<file path="src/rtl/complex_arith_pkg.sv">
// rtl/complex_arith_pkg.sv - shared widths and round/saturate helper for the complex arithmetic datapath
package complex_arith_pkg;

    localparam int Y_W   = 36;
    localparam int A_W   = 18;
    localparam int B_W   = 18;
    localparam int RND_W = Y_W + 1;

    typedef struct packed {
        logic                    sat;
        logic signed [RND_W-1:0] val;
    } rs_t;

    // Round half-up (ties toward +inf) by dropping shift fraction bits, then clamp to out_w signed bits.
    // One extra bit of headroom keeps y + 2^(shift-1) from wrapping.
    function automatic rs_t round_sat(input logic signed [Y_W-1:0] y,
                                      input int shift,
                                      input int out_w);
        logic signed [RND_W-1:0] wide;
        logic signed [RND_W-1:0] half;
        logic signed [RND_W-1:0] rounded;
        logic signed [RND_W-1:0] hi;
        logic signed [RND_W-1:0] lo;
        rs_t r;
        wide    = {y[Y_W-1], y};
        half    = RND_W'(1) <<< (shift - 1);
        rounded = (wide + half) >>> shift;
        hi      = (RND_W'(1) <<< (out_w - 1)) - RND_W'(1);
        lo      = -(RND_W'(1) <<< (out_w - 1));
        if (rounded > hi) begin
            r.val = hi;
            r.sat = 1'b1;
        end else if (rounded < lo) begin
            r.val = lo;
            r.sat = 1'b1;
        end else begin
            r.val = rounded;
            r.sat = 1'b0;
        end
        return r;
    endfunction

endpackage

</file>
<file path="src/rtl/sync_fifo_fwft.sv">
// rtl/sync_fifo_fwft.sv - synchronous first-word-fall-through FIFO with wrap-bit pointers
module sync_fifo_fwft #(
    parameter int WIDTH = 19,
    parameter int DEPTH = 4
) (
    input  logic             clk,
    input  logic             rst,
    input  logic             push,
    input  logic [WIDTH-1:0] wdata,
    input  logic             pop,
    output logic [WIDTH-1:0] rdata,
    output logic             valid,
    output logic             full
);
    localparam int AW = $clog2(DEPTH);

    logic [AW:0]      wr_ptr;
    logic [AW:0]      rd_ptr;
    logic [WIDTH-1:0] mem [DEPTH];
    logic             empty;
    logic             do_pop;
    logic             do_push;

    assign empty   = (wr_ptr == rd_ptr);
    assign full    = (wr_ptr[AW] != rd_ptr[AW]) && (wr_ptr[AW-1:0] == rd_ptr[AW-1:0]);
    assign valid   = ~empty;
    assign do_pop  = pop & ~empty;
    // A pop frees a slot in the same cycle, so a full FIFO still accepts a push alongside it.
    assign do_push = push & (~full | do_pop);
    assign rdata   = mem[rd_ptr[AW-1:0]];

    // Pointer and storage update; storage is cleared on reset so the head reads zero when empty.
    always_ff @(posedge clk) begin
        if (rst) begin
            wr_ptr <= '0;
            rd_ptr <= '0;
            for (int i = 0; i < DEPTH; i++) begin
                mem[i] <= '0;
            end
        end else begin
            if (do_push) begin
                mem[wr_ptr[AW-1:0]] <= wdata;
                wr_ptr              <= wr_ptr + (AW+1)'(1);
            end
            if (do_pop) begin
                rd_ptr <= rd_ptr + (AW+1)'(1);
            end
        end
    end

endmodule

</file>
<file path="src/rtl/complex_result_collector.sv">
// rtl/complex_result_collector.sv - captures, rounds and queues results from the ce-gated arithmetic pipeline
module complex_result_collector
    import complex_arith_pkg::*;
#(
    parameter int LATENCY = 3,
    parameter int SHIFT   = 10,
    parameter int OUT_W   = 18,
    parameter int DEPTH   = 4
) (
    input  logic                    clk,
    input  logic                    rst,
    input  logic                    ce,
    input  logic                    in_valid,
    input  logic signed [Y_W-1:0]   Y,
    output logic signed [OUT_W-1:0] out_data,
    output logic                    out_sat,
    output logic                    out_valid,
    input  logic                    out_ready,
    output logic                    full,
    output logic                    drop,
    output logic [7:0]              drop_cnt
);
    logic [LATENCY-1:0] vld;
    logic               push;
    logic               pop;
    logic               drop_ev;
    rs_t                rs;
    logic [OUT_W:0]     wdata;
    logic [OUT_W:0]     rdata;

    assign push    = ce & vld[LATENCY-1];
    assign pop     = out_valid & out_ready;
    assign drop_ev = push & full & ~pop;

    // Valid delay line mirrors the arithmetic pipeline, advancing only on ce cycles.
    always_ff @(posedge clk) begin
        if (rst) begin
            vld <= '0;
        end else if (ce) begin
            vld[0] <= in_valid;
            for (int i = 1; i < LATENCY; i++) begin
                vld[i] <= vld[i-1];
            end
        end
    end

    // Round and saturate the current Y so it is ready when the delay line says it is valid.
    always_comb begin
        rs    = round_sat(Y, SHIFT, OUT_W);
        wdata = {rs.sat, rs.val[OUT_W-1:0]};
    end

    sync_fifo_fwft #(
        .WIDTH (OUT_W + 1),
        .DEPTH (DEPTH)
    ) u_fifo (
        .clk   (clk),
        .rst   (rst),
        .push  (push),
        .wdata (wdata),
        .pop   (pop),
        .rdata (rdata),
        .valid (out_valid),
        .full  (full)
    );

    assign out_sat  = rdata[OUT_W];
    assign out_data = rdata[OUT_W-1:0];

    // Sticky overflow flag and saturating count of results lost to a full FIFO.
    always_ff @(posedge clk) begin
        if (rst) begin
            drop     <= 1'b0;
            drop_cnt <= 8'd0;
        end else if (drop_ev) begin
            drop <= 1'b1;
            if (drop_cnt != 8'hFF) begin
                drop_cnt <= drop_cnt + 8'd1;
            end
        end
    end

endmodule

</file>
<file path="config.mk">
export PLATFORM = sky130hd
export DESIGN_NAME = complex_result_collector
export DESIGN_NICKNAME = d
export VERILOG_FILES = /design/src/rtl/complex_arith_pkg.sv /design/src/rtl/sync_fifo_fwft.sv /design/src/rtl/complex_result_collector.sv
export SDC_FILE = /design/constraint.sdc
export NUM_CORES = 1
export LEC_CHECK = 0
export CAP_MARGIN = 25
export CELL_PAD_IN_SITES_DETAIL_PLACEMENT = 2
export CELL_PAD_IN_SITES_GLOBAL_PLACEMENT = 2
export CORE_MARGIN = 1.5
export CORE_UTILIZATION = 37
export CTS_CLUSTER_DIAMETER = 40
export CTS_CLUSTER_SIZE = 24
export DETAILED_ROUTE_END_ITERATION = 12
export MAX_ROUTING_LAYER = met4
export PLACE_DENSITY_LB_ADDON = 0.1
export SYNTH_ARGS = -nofsm -noshare
export SYNTH_HDL_FRONTEND = slang
export SYNTH_SLANG_ARGS = --single-unit
</file>
<file path="constraint.sdc">
create_clock -name clk -period 3 [get_ports clk]
set_input_delay 0.3 -clock clk [delete_from_list [all_inputs] [get_ports clk]]
set_output_delay 0.3 -clock clk [all_outputs]
set_load 0.005 [all_outputs]
</file>
# Word level (Yosys, flattened, before mapping)
# Memories as Yosys holds them, arrays and structs flattened. A register that Yosys moved wholly into a read port is not among the register bits.
# Cells that the tools add are included.
# word_totals
ff_bits	18
ram_bits	76
in_bits	41
output_inout_bits	30
word_cells	41
n_memories	1
# op_classes
addsub	4
n_lt_le_gt_ge	2
n_eq_ne	4
n_mux	12
bitwise_logic	10
n_reduce_logical	3
# memory_table
name	words	width	read_ports	rd_ports_with_merged_regs	write_ports	line_no	rtl
u_fifo.mem	4	19	1	1	4	sync_fifo_fwft.sv:19	logic [WIDTH-1:0] mem [DEPTH];
# op_table
operator	count
38-bit two-way mux	2
36-bit by 11-bit adder with 37-bit output (second input constant)	1
27-bit by 18-bit > comparator with 1-bit output (second input constant)	1
27-bit by 18-bit < comparator with 1-bit output (second input constant)	1
19-bit two-way mux	1
19-bit OR reduction	1
8-bit by 1-bit adder with 8-bit output (second input constant)	1
8-bit != test (second input constant)	1
3-bit by 1-bit adder with 3-bit output (second input constant)	2
1-bit AND	6
1-bit two-way mux	6
2-bit two-way mux	3
3-bit equality test	1
1-bit inverter	3
2-bit equality test	1
2-bit AND reduction	1
1-bit logical AND	1
1-bit != test	1
1-bit bitwise OR	1

# Logic depth before layout (Yosys ltp)
# depth
word_depth	11
ltp_mapped	9
depth_no_buf	8

# Hierarchy
# From an unflattened synthesis, not the netlist that was laid out.
# unflattened
hier_cells	472
area_unflattened_um2	5400.2
# by_module_without_submodules
mod	n_inst	cells_each	area_each_um2	seq_area_each_um2
sync_fifo_fwft	1	263	3754.9	2442.3
complex_result_collector	1	209	1645.3	240.2

# Worst setup path before layout
# Ideal clock, no wire load.
# synth_timing
path_kind	in2reg
from	input port Y[14]
to	memory u_fifo.mem[3][7], data pin
setup_time_ns	0.263
arrival_time_ns	2.202
required_time_ns	2.737
slack_ns	0.535
path_stages	9
n_path_buf	2
path_cell_list	nand3_2 or4_1 buf_2 or3_1 a21oi_2 o22ai_4 o211ai_4 buf_6 o21ai_2
# synth_lines
element	line_no	rtl
from (decl)	complex_result_collector.sv:14	input logic signed [Y_W-1:0] Y,
to (decl)	sync_fifo_fwft.sv:19	

==> results_dict.tcl <==
set metrics [dict create \
    grt_pass1_vias 4208 \
    synthArstFlopShare 0 \
    yosysTopAreaCell "edfxtp_1" \
    drive_above_1_share 0.267 \
    worstHoldEndpoint "drop$_SDFFE_PP0P_" \
    worstRegToRegCells 8 \
    fin_crit_sh 0.989 \
    r2r-end "u_fifo.mem[2][3]$_SDFFCE_PN0P_" \
    min_from "drop$_SDFFE_PP0P_" \
    grt_pass1_wl_um 24500 \
    pre_cts_ws_ns -0.447 \
    dp_hpwl_um 11600 \
    grt_max_degree 25 \
    layout_commonest_cell "edfxtp_1" \
    drv_cap 0 \
    syn-num-nets 441 \
    skew_ns 0.00720 \
    crit_path_cell_trace "clkdlybuf4s50_1 > ha_1 > nand4_1 > nor4_4 > and2_1 > xnor2_1 > a2111o_1 > a21o_1 > buf_4 > o21ai_0" \
    drt_wl_total_um 15700 \
    numClockSinks 96 \
    fin_nets 571 \
    synth-seq-area-share 0.548 \
    min_path_type "reg -> reg" \
    routabilityCongestion 0.850 \
    avgViaCountPerCell 5.46 \
    clkSlewWorstSetupHoldPaths_ns 0.07 \
    fmax_mhz 337 \
    holdWs_ns 0.504 \
    cts_tree "built" \
    finalSetupViolations 0 \
    cp_slowest_stage_delay_ns 0.56 \
    ant_nets 0 \
    leakage_nw 2.43 \
    mostFrequentLayoutCells "edfxtp_1 (76), buf_4 (70), clkdlybuf4s50_1 (60)" \
    antenna_found_initial 0 \
    dp.cells 686 \
    stdcell_count 703 \
    grt-ovfl-total 0 \
    status "finished clean" \
    ys_types 54 \
    first_iter_violations 197 \
    ios 71 \
    critPathMaxFanout 8 \
    rows 41 \
    fillers 1231 \
    avgSynthCellArea_um2 12.4 \
    r2r_start "u_fifo.wr_ptr[0]$_SDFFE_PP0P_" \
    ys_seq_elements 96 \
    syn_inst 396 \
    num_vias 3839 \
    drc_errors 0 \
    crit_path_end_kind "flop" \
    die_h_um 118 \
    synth_top_area_share 0.466 \
    path_class "in -> reg" \
    die-area_mm2 0.0139 \
    setup_slack_ns 0.0317 \
    area_delta_synth_final_pct 35.2 \
    first_pass_iters 4 \
    multi_input_area_mm2 0.00214 \
    drv_slew 0 \
    dieWidth_um 118 \
    core-area_mm2 0.0128 \
    track_usage 0.239 \
    synth_edf_count 76 \
    required_ns 3.16 \
    cp_slowest_cell "clkdlybuf4s50_1" \
    worstMarginPinSlew_ns 0.716 \
    power_density_mw_per_mm2 454 \
    relSlewSlack 0.523 \
    synthTopCellsByArea "edfxtp_1 (47%), mux4_2 (8.7%), dfxtp_1 (8.2%)" \
    wire_per_inst_um 22.3 \
    setup_tns_ns 0 \
    crit_start "Y[10]" \
    port_buffers 61 \
    r2r_slack_ns 0.53 \
    regArea_mm2 0.00268 \
    initial_core_util 0.383 \
    cts_buffers 9 \
    synth_ff_type "edfxtp_1" \
    insertion_delay_ns 0.35 \
    ys.warnings.count 0 \
    vdd_ir_drop_max_mv 0.210 \
    ctsLongestPathBuffers 2 \
    htreeDepth 3 \
    synth_area_mm2 0.00489 \
    root_buffer "clkbuf_16" \
    worstPathArrival_ns 3.13 \
    finalHoldViolCount 0 \
    start_kind "primary input" \
    period_minus_slack_ns 2.97 \
    hold_depth 2 \
    diodes 0 \
]
[where the power goes]
group / total (mW) / internal [mW] / switching [mW]
registers: 1.48 / 1.47 / 0.0130
clock network: 1.26 / 0.736 / 0.522
logic: 0.267 / 0.130 / 0.137
total: 3.01 / 2.33 / 0.672
[synthesized netlist by cell type (all sizes together), types with 4 or more instances]
library cell	instances
inv	6
edfxtp	76
xnor2	9
ha	4
nor3	4
nand4	14
o21ai	72
mux2i	4
buf	10
clkbuf	7
dfxtp	20
nand2b	4
nand2	19
mux4	19
o31ai	4
nor4	5
xor2	22
a21oi	8
nor2	38
nand3	16
[critical path: cells and delay by family]
family / cells / cell delay, ns
compound gates: 3 / 0.96
simple gates: 3 / 0.81
xor+xnor: 1 / 0.11
fa+ha+maj: 1 / 0.21
buf+inv: 2 / 0.73
[through the flow]
| step | cell area, um^2 | utilization | power [mW] |
|---|---|---|---|
| final | 6620 | 0.518 | 3.01 |
| after global routing | 6620 | 0.518 | 3.09 |
| after CTS | 6580 | 0.515 | 3.01 |
| after detailed placement | 6240 | 0.489 | 1.77 |
| after global placement | 6240 | 0.489 | 1.76 |
| after floorplan | 4890 | - | 1.60 |
[registers in the layout, indices dropped and copies added, names as in the netlist, named ones only]
register and count:
u_fifo.mem 76, drop_cnt 8, u_fifo.rd_ptr 3, u_fifo.wr_ptr 3, vld 3, drop 1
[area by class of cell]
| cell class | instances | area share |
|---|---|---|
| sequential | 96 | 0.405 |
| clock inverter | 6 | 0.0136 |
| timing repair buffer | 136 | 0.187 |
| clock buffer | 10 | 0.0346 |
| inverter | 6 | 0.00340 |
| multi-input combinational | 277 | 0.323 |
| tap | 172 | 0.0325 |
[timing repair]
action	in CTS	in global routing
hold buffers	0	0
resized for setup	3	9
pin swaps	2	4
endpoints found under the hold margin	0	0
buffers inserted	0	1
endpoints found under the setup margin	50	72
[how the worst max path moves through the flow]
stage / cells after the start / to
CTS: 10 / u_fifo.mem[3][1]$_DFFE_PP_
floorplan: 9 / u_fifo.mem[3][7]$_DFFE_PP_
global placement: 12 / u_fifo.mem[3][11]$_DFFE_PP_
finish: 10 / u_fifo.mem[2][3]$_SDFFCE_PN0P_
global route: 11 / u_fifo.mem[3][4]$_DFFE_PP_
detailed placement: 12 / u_fifo.mem[3][1]$_DFFE_PP_
[logic make-up (layout without fill, tap and decap cells)]
| family | after synthesis | after routing | synth area share |
|---|---|---|---|
| AOI/OAI and AO/OA | 96 | 96 | 0.133 |
| xor gates and xnor gates | 31 | 31 | 0.0555 |
| adders and majority gates | 4 | 4 | 0.0102 |
| buffers and inverters | 23 | 158 | 0.0240 |
| DFF | 96 | 96 | 0.548 |
| muxes | 24 | 24 | 0.0979 |
| and+or+nand+nor | 122 | 122 | 0.131 |
[per-layer routing]
layer,share of wire,vias to the layer above,global-route usage
met2,0.52,56,0.412
met5,0,-,-
li1,-,1783,-
met4,0.021,0,0.0785
met3,0.018,20,0.0266
met1,0.44,1980,0.294
(Power assumes the default switching activity.)
